[config.mk]
export PLATFORM = sky130hd
export DESIGN_NAME = regfile_wb_arbiter
export DESIGN_NICKNAME = d
export VERILOG_FILES = /design/src/rtl/regfile_pkg.sv /design/src/rtl/rr_arbiter2.sv /design/src/rtl/regfile_wb_arbiter.sv
export SDC_FILE = /design/constraint.sdc
export NUM_CORES = 1
export LEC_CHECK = 0
export ABC_AREA = 1
export BUFFER_PORTS_ARGS = -buffer_cell sky130_fd_sc_hd__clkbuf_2
export CORE_MARGIN = 3
export CORE_UTILIZATION = 40
export DETAILED_ROUTE_END_ITERATION = 6
export PLACE_DENSITY = 0.73
export SLEW_MARGIN = 20
export SYNTH_ARGS = -nofsm -noshare
export SYNTH_HDL_FRONTEND = slang
export SYNTH_SLANG_ARGS = --single-unit
export TNS_END_PERCENT = 50
[constraint.sdc]
create_clock -name clock -period 4.4 [get_ports clock]
set_input_delay 0.88 -clock clock [delete_from_list [all_inputs] [get_ports clock]]
set_output_delay 0.88 -clock clock [all_outputs]
set_load 0.01 [all_outputs]
[src/rtl/regfile_pkg.sv]
// Shared types for the register-file writeback arbiter.
// Widths, register address type, write request bundle, pointer enum.
package regfile_pkg;

    localparam int XLEN       = 32;
    localparam int NREG       = 32;
    localparam int REG_ADDR_W = 5;

    typedef logic [REG_ADDR_W-1:0] reg_addr_t;

    typedef struct packed {
        logic            valid;
        reg_addr_t       rd;
        logic [XLEN-1:0] data;
    } wr_req_t;

    typedef enum logic {
        PORT_A = 1'b0,
        PORT_B = 1'b1
    } port_e;

endpackage

[src/rtl/rr_arbiter2.sv]
// Two-requester round-robin arbiter with its own pointer flop.
// Pointer moves to the loser only when both requesters contend.
module rr_arbiter2
    import regfile_pkg::*;
(
    input  logic clock,
    input  logic reset,
    input  logic req_a_i,
    input  logic req_b_i,
    output logic gnt_a_o,
    output logic gnt_b_o
);

    port_e ptr_q, ptr_d;

    always_comb begin
        gnt_a_o = req_a_i & (~req_b_i | (ptr_q == PORT_A));
        gnt_b_o = req_b_i & (~req_a_i | (ptr_q == PORT_B));
        ptr_d   = ptr_q;
        if (req_a_i && req_b_i) begin
            ptr_d = gnt_a_o ? PORT_B : PORT_A;
        end
    end

    always_ff @(posedge clock or posedge reset) begin
        if (reset) begin
            ptr_q <= PORT_A;
        end else begin
            ptr_q <= ptr_d;
        end
    end

endmodule

[src/rtl/regfile_wb_arbiter.sv]
// Shares the register-file write port between ALU (A) and load (B).
// Registers the winning write and tracks pending writes per register.
module regfile_wb_arbiter #(
    parameter int XLEN = regfile_pkg::XLEN,
    parameter int NREG = regfile_pkg::NREG
) (
    input  logic                  clock,
    input  logic                  reset,
    input  logic                  a_valid,
    input  regfile_pkg::reg_addr_t a_rd,
    input  logic [XLEN-1:0]       a_data,
    output logic                  a_ready,
    input  logic                  b_valid,
    input  regfile_pkg::reg_addr_t b_rd,
    input  logic [XLEN-1:0]       b_data,
    output logic                  b_ready,
    input  logic                  issue_valid,
    input  regfile_pkg::reg_addr_t issue_rd,
    input  regfile_pkg::reg_addr_t rs1,
    input  regfile_pkg::reg_addr_t rs2,
    output logic                  issue_stall,
    output logic                  regWrite,
    output regfile_pkg::reg_addr_t regDest,
    output logic [XLEN-1:0]       writeData,
    output logic [NREG-1:0]       busy
);

    import regfile_pkg::*;

    logic            gnt_a, gnt_b;
    logic            issue_set;
    wr_req_t         win;

    logic            regWrite_q, regWrite_d;
    reg_addr_t       regDest_q, regDest_d;
    logic [XLEN-1:0] writeData_q, writeData_d;
    logic [NREG-1:0] busy_q, busy_d;

    rr_arbiter2 u_arb (
        .clock   (clock),
        .reset   (reset),
        .req_a_i (a_valid),
        .req_b_i (b_valid),
        .gnt_a_o (gnt_a),
        .gnt_b_o (gnt_b)
    );

    assign a_ready = gnt_a;
    assign b_ready = gnt_b;

    always_comb begin
        win = '0;
        if (gnt_a) begin
            win = '{valid: 1'b1, rd: a_rd, data: a_data};
        end else if (gnt_b) begin
            win = '{valid: 1'b1, rd: b_rd, data: b_data};
        end
    end

    // Stall looks only at registered busy; same-edge clears are not forwarded.
    assign issue_stall = issue_valid &
                         (busy_q[rs1] | busy_q[rs2] | busy_q[issue_rd]);
    assign issue_set   = issue_valid & ~issue_stall & (issue_rd != '0);

    always_comb begin
        regWrite_d  = 1'b0;
        regDest_d   = regDest_q;
        writeData_d = writeData_q;
        busy_d      = busy_q;
        if (win.valid) begin
            regWrite_d         = (win.rd != '0);
            regDest_d          = win.rd;
            writeData_d        = win.data;
            busy_d[win.rd]     = 1'b0;
        end
        // Set is applied after clear so it wins on the same register.
        if (issue_set) begin
            busy_d[issue_rd] = 1'b1;
        end
        busy_d[0] = 1'b0;
    end

    always_ff @(posedge clock or posedge reset) begin
        if (reset) begin
            regWrite_q  <= 1'b0;
            regDest_q   <= '0;
            writeData_q <= '0;
            busy_q      <= '0;
        end else begin
            regWrite_q  <= regWrite_d;
            regDest_q   <= regDest_d;
            writeData_q <= writeData_d;
            busy_q      <= busy_d;
        end
    end

    assign regWrite  = regWrite_q;
    assign regDest   = regDest_q;
    assign writeData = writeData_q;
    assign busy      = busy_q;

endmodule

==> reports/qor.txt, run 1 <==
required time of the critical path - 3520 ps
status - finished clean
Nets - 904
Worst Slack Setup Final - 1160 ps
DP Worst Slack - 1180 ps
CP cell instances - clkbuf_2, clkinv_2, nand2_1, nand3_1, nand3_1, nand3_1, nand2_1, nand2_1, nand2_1, nor2_2, a21boi_0, clkbuf_2
routed length per instance - 14.9 um
CTS H-Tree Depth - 3
Reg-to-Reg End - busy[23]
largest net degree at the start of global routing - 52
Power Internal - 1.30 mW
grt ovf - 0
syn_nets - 753
mapped cell area - 4410 um2
placer congestion estimate - 0.910
total negative slack - 0 ps
post-CTS setup buffer count - 0
synth warn - 0
commonest non-fill, non-tap cell in the layout - nand2_1
CTS tree - built
FF+latch area - 1750 um2
Post-synth EDFFs - 0
area of the multi-input gates - 2140 um2
drt pass-1 iters - 5
critical path fanouts, max - 17
sequential share of power - 41.3%
core area - 10500 um2
PortBufs - 165
# DRC - 0
dpl hpwl - 11100 um
max-slew violations - 0
Overall Power - 2.12 mW
Hold Vio Cnt, Final - 0
Post-CTS Resized - 0
die area - 12300 um2
fraction of layout cells with a size suffix above 1 - 25.5%
worst slew pin tran - 866 ps
Starting Density - 42.0%
Worst-Skew Late Latency - 350 ps
static leakage - 3.07 nW
worst reg-to-reg path cell count - 9
Final Setup Violations - 0
skew final - 15.9 ps
CP Launch Type - input port
HP Class - reg2reg
ys async rst share - 100%
Psw - 822 uW
vias in the first global route - 4640
minimum clock period - 3240 ps
Netlist cell types - 29
first-pass GRT wire length - 23300 um
Worst Hold Path EP - writeData[3]
Synth Instances - 659
Slew headroom - 42.2%
Ports - 167
clock root buffer master - clkbuf_8
most frequent cells in the layout - nand2_1 (239), clkbuf_2 (165), nand3_1 (89)
fin crit share - 73.6%
most frequent CP cell - nand2_1
Routed Antenna Nets - 0
WL final - 14200 um
First DRT Iteration DRCs - 315
hold depth - 2
Peak VDD IR - 0.000161 V
die height - 111 um
Site Rows - 37
Buf/Inv on CP - 3
combinational power share - 32.9%
syn avg cell area - 6.69 um2
antenna fix cells - 0
pwr dens - 390 nW/um2
Hold-fix buffers, CTS - 0
crit end category - output port
post-synthesis sequential area ratio - 39.7%
clock slew at reported path FFs - 80 ps
CP arrival - 2360 ps
slowest CP cell - clkbuf_2
clk sinks - 70
hold path start - writeData[3]
Post-Layout Inst Area - 5440 um2
DR vias/cell - 5.07
CP top delay family - buffers and inverters
max cap viols - 0
Global Route Usage Sum - 23.1%
Die Width - 111 um
worst r2r src - u_arb.ptr_q
area delta synth->final - 23.5%
Setup CP Type - in2out
RSZ-0062 raised after global routing - false
switch share - 38.7%
Max Freq - 309 MHz
Post-DP Area - 5230 um2
vias - 4825
fillers - 1096
Worst path max stage delay - 290 ps
Max Root-Sink Buffers - 2
Yosys reg bits - 70
power share of the clock group - 25.9%
r2r setup slk - 2390 ps
Num CTS Buffers - 9
initial antenna violation count - 0
prevailing post-synth register cell - dfrtp_1
-- worst reg2reg max path: cells and delay by family (launching register included) --
family	cells	cell delay (ps)
buffers and inverters	3	370
DFF	1	370
AOI/OAI and AO/OA	3	710
and+or+nand+nor	3	470
-- metrics by stage --
stage          hold WS, ps  cells  utilization [%]
2_1_floorplan          452    659                -
4_1_cts                493    951             51.8
6_report               487    951             51.8
5_1_grt                510    951             51.8
3_5_place_dp           471    935             49.8
3_3_place_gp           467    935             49.8
-- synthesized netlist by cell type, drive strengths merged (2+ instances only) --
cell type / count / area (um2)
nand4: 31 / 194
a22oi: 4 / 30.0
buf: 21 / 175
o22ai: 8 / 62.6
clkinv: 2 / 8.75
clkbuf: 9 / 33.8
nor2: 48 / 195
o211ai: 2 / 15.0
o21ai: 35 / 183
inv: 80 / 300
dfrtp: 70 / 1750
nand2: 243 / 922
a21oi: 7 / 38.8
nor3: 7 / 35.0
nand3: 89 / 445
-- logic make-up after synthesis --
family	count (synthesis)	share of synthesized area [%]
AOI/OAI and AO/OA	58	7.80
buffers and inverters	112	11.7
and+or+nand+nor	418	40.6
DFF	70	39.7
other	1	0.0850
-- worst max path at each step --
stage                        to  startpoint  cells after the start  slack, ps
detailed placement  issue_stall      rs2[0]                     12       1180
floorplan           issue_stall      rs2[0]                     12       1580
CTS                 issue_stall      rs2[0]                     12       1180
global route        issue_stall      rs2[0]                     12        920
global placement    issue_stall      rs2[0]                     12       1180
finish              issue_stall      rs2[0]                     12       1160
-- state kept, by name, summed over array words and instances (netlist names) --
name and flops:
writeData 32, regDest 5, u_arb.ptr_q 1, regWrite 1, busy 31
-- routing by layer --
metal	vias to the layer above	track usage (%)	part of all wire, %
met1	2147	29.8	41
li1	2416	-	-
met4	0	5.67	1.7
met2	244	38.4	47
met5	-	0	0
met3	18	6.22	10
-- cell type report --
cell class,count,area share [%]
clock buffer,11,2.78
clock inverter,5,1.06
inverter,82,5.70
multi-input combinational,477,39.3
sequential,70,32.2
tap,136,3.13
timing repair buffer,170,15.9
-- power by group through the flow --
| stage | clock, mW | combinational (mW) | sequential, mW |
|---|---|---|---|
| floorplan | 0 | 0.378 | 0.910 |
| global placement | 0 | 0.696 | 0.887 |
| detailed placement | 0 | 0.699 | 0.886 |
| CTS | 0.561 | 0.700 | 0.875 |
| global route | 0.590 | 0.784 | 0.895 |
| finish | 0.549 | 0.698 | 0.876 |
No activity file was read; power rests on OpenSTA's default activity.
==> run 2, diff against run 1 <==
--- a/config.mk
+++ b/config.mk
@@ -10,7 +10,7 @@
 export CORE_MARGIN = 3
 export CORE_UTILIZATION = 40
 export DETAILED_ROUTE_END_ITERATION = 6
-export PLACE_DENSITY = 0.73
+export PLACE_DENSITY = 0.76
 export SLEW_MARGIN = 20
 export SYNTH_ARGS = -nofsm -noshare
 export SYNTH_HDL_FRONTEND = slang
==> constraint.sdc (replaced) <==
create_clock -name clock -period 2.9 [get_ports clock]
set_input_delay 0.58 -clock clock [delete_from_list [all_inputs] [get_ports clock]]
set_output_delay 0.58 -clock clock [all_outputs]
set_load 0.01 [all_outputs]
==> run 2 against run 1 <==
Net effect: critical path depth unchanged; flip-flop and latch count unchanged; combinational power increased by 52%; via count increased by 0.99%; non-clock buffer count increased by 6; power increased by 54%; die area unchanged; cell area increased by 0.90%.
==> reports/qor.txt, run 2 (synthesis gave the netlist of run 1 again) <==
Hold Vio Cnt, Final - 0
Max Freq - 383 MHz
max-slew violations - 0
crit end category - output port
clock slew at reported path FFs - 80 ps
First DRT Iteration DRCs - 293
routed length per instance - 15.2 um
M1 GR Usage - 29.6%
core area - 10500 um2
Buf/Inv on CP - 4
Worst path max stage delay - 300 ps
combinational power share - 32.6%
final non-filler cell total - 957
Psw - 1.24 mW
Global Route Usage Sum - 23.7%
HP Class - in2async
Setup CP Type - in2out
Max Root-Sink Buffers - 2
post-CTS setup buffer count - 0
Hold-fix buffers, CTS - 0
r2r setup slk - 1050 ps
RSZ-0062 raised after global routing - false
met2 usage - 38.8%
Starting Density - 42.0%
critical path fanouts, max - 5
# DRC - 0
Post-Layout Inst Area - 5490 um2
Worst-Skew Late Latency - 350 ps
CP Launch Type - input port
switch share - 38.1%
Fin Hold WS - 211 ps
fraction of layout cells with a size suffix above 1 - 25.9%
fillers - 1080
WL final - 14500 um
minimum clock period - 2610 ps
pwr dens - 594 nW/um2
Overall Power - 3.26 mW
die area - 12300 um2
Site Rows - 37
antenna fix cells - 0
fin crit share - 90.1%
CP cell instances - clkbuf_2, inv_2, nor2_1, nand2_1, o211ai_1, nand2_1, clkinv_1, nor2_2, nand2_2, nor2_4, a21boi_0, clkbuf_2
number of flip-flops in the largest register - 32
Num CTS Buffers - 9
die height - 111 um
area delta synth->final - 24.6%
Peak VDD IR - 0.000313 V
max cap viols - 0
first-pass GRT wire length - 23900 um
grt ovf - 0
CP top delay family - simple AND/OR/NAND/NOR gates
Post-CTS Resized - 0
Die Width - 111 um
Worst Slack Setup Final - 288 ps
worst slew pin tran - 850 ps
Final Setup Violations - 0
Global Route met3 Usage - 5.13%
Post-DP Area - 5280 um2
Ports - 167
Power Internal - 2.02 mW
required time of the critical path - 2320 ps
clock root buffer master - clkbuf_8
slowest CP cell - nor2_1
initial antenna violation count - 0
commonest non-fill, non-tap cell in the layout - nand2_1
Nets - 910
Routed Antenna Nets - 0
clk sinks - 70
DR vias/cell - 5.09
static leakage - 3.11 nW
drt pass-1 iters - 5
vias in the first global route - 4817
dpl hpwl - 11500 um
CTS tree - built
DP Worst Slack - 281 ps
post-layout util - 52.3%
CTS H-Tree Depth - 3
PortBufs - 165
placer congestion estimate - 0.928
power share of the clock group - 26.5%
sequential share of power - 41.0%
status - finished clean
most frequent cells in the layout - nand2_1 (239), clkbuf_2 (165), nand3_1 (89)
skew final - 10.2 ps
largest net degree at the start of global routing - 38
Slew headroom - 43.3%
CP arrival - 2030 ps
DP Cell Count - 941
GR peak layer - met2
vias - 4873
total negative slack - 0 ps
==> run 2: cell count changes in the layout (fill, tap and decap cells not counted), sizes merged <==
cell      delta
clkinvlp     -2
inv          +1
buf          +6
clkbuf       -1
bufinv       +1
clkinv       +1
==> run 2: worst paths after layout <==
| kind | start | endpoint | depth (start not counted) |
|---|---|---|---|
| max in group asynchronous | reset | busy[16] | 3 |
| worst max register to register | busy[25] | busy[13] | 12 |
| worst min register to register | writeData[10] | writeData[10] | 2 |
| worst max-delay path | issue_rd[0] | issue_stall | 12 |
| worst min-delay path | reset | writeData[20] | 2 |
| min in group clock | b_data[0] | writeData[0] | 3 |
==> run 2: area by class of cell <==
type | instances | area [um2] | share of cell area [%]
well taps | 136 | 170 | 3.10
multi-input cells | 477 | 2140 | 39.0
repair buffers | 176 | 908 | 16.5
clock inverters | 6 | 86.3 | 1.57
inverters | 82 | 309 | 5.63
flip-flops and latches | 70 | 1750 | 31.9
clock buffers | 10 | 128 | 2.32
==> run 2: routing by layer <==
layer  vias up  share of wire [%]
li1       2427                  -
met1      2177                 40
met2       237                 48
met3        32                8.9
met4         0                3.4
met5         -                  0
==> run 2: power groups by stage <==
stage / Clock [mW] / Combinational, mW / Sequential (mW)
after CTS: 0.877 / 1.07 / 1.33
after floorplan: 0 / 0.574 / 1.38
after global placement: 0 / 1.06 / 1.35
after global routing: 0.911 / 1.20 / 1.36
after detailed placement: 0 / 1.07 / 1.35
final: 0.864 / 1.06 / 1.34
==> run 2: worst reg2reg max path, cell delays in order, from the launching register on <==
cell,delay (ps)
dfrtp_1,410
inv_1,140
nand2_1,60
nand3_1,90
nand3_1,110
nand3_1,80
nand2_1,50
nand2_1,50
nand2_1,50
nor2_2,170
buf_4,320
nand4_1,150
nand2_1,110
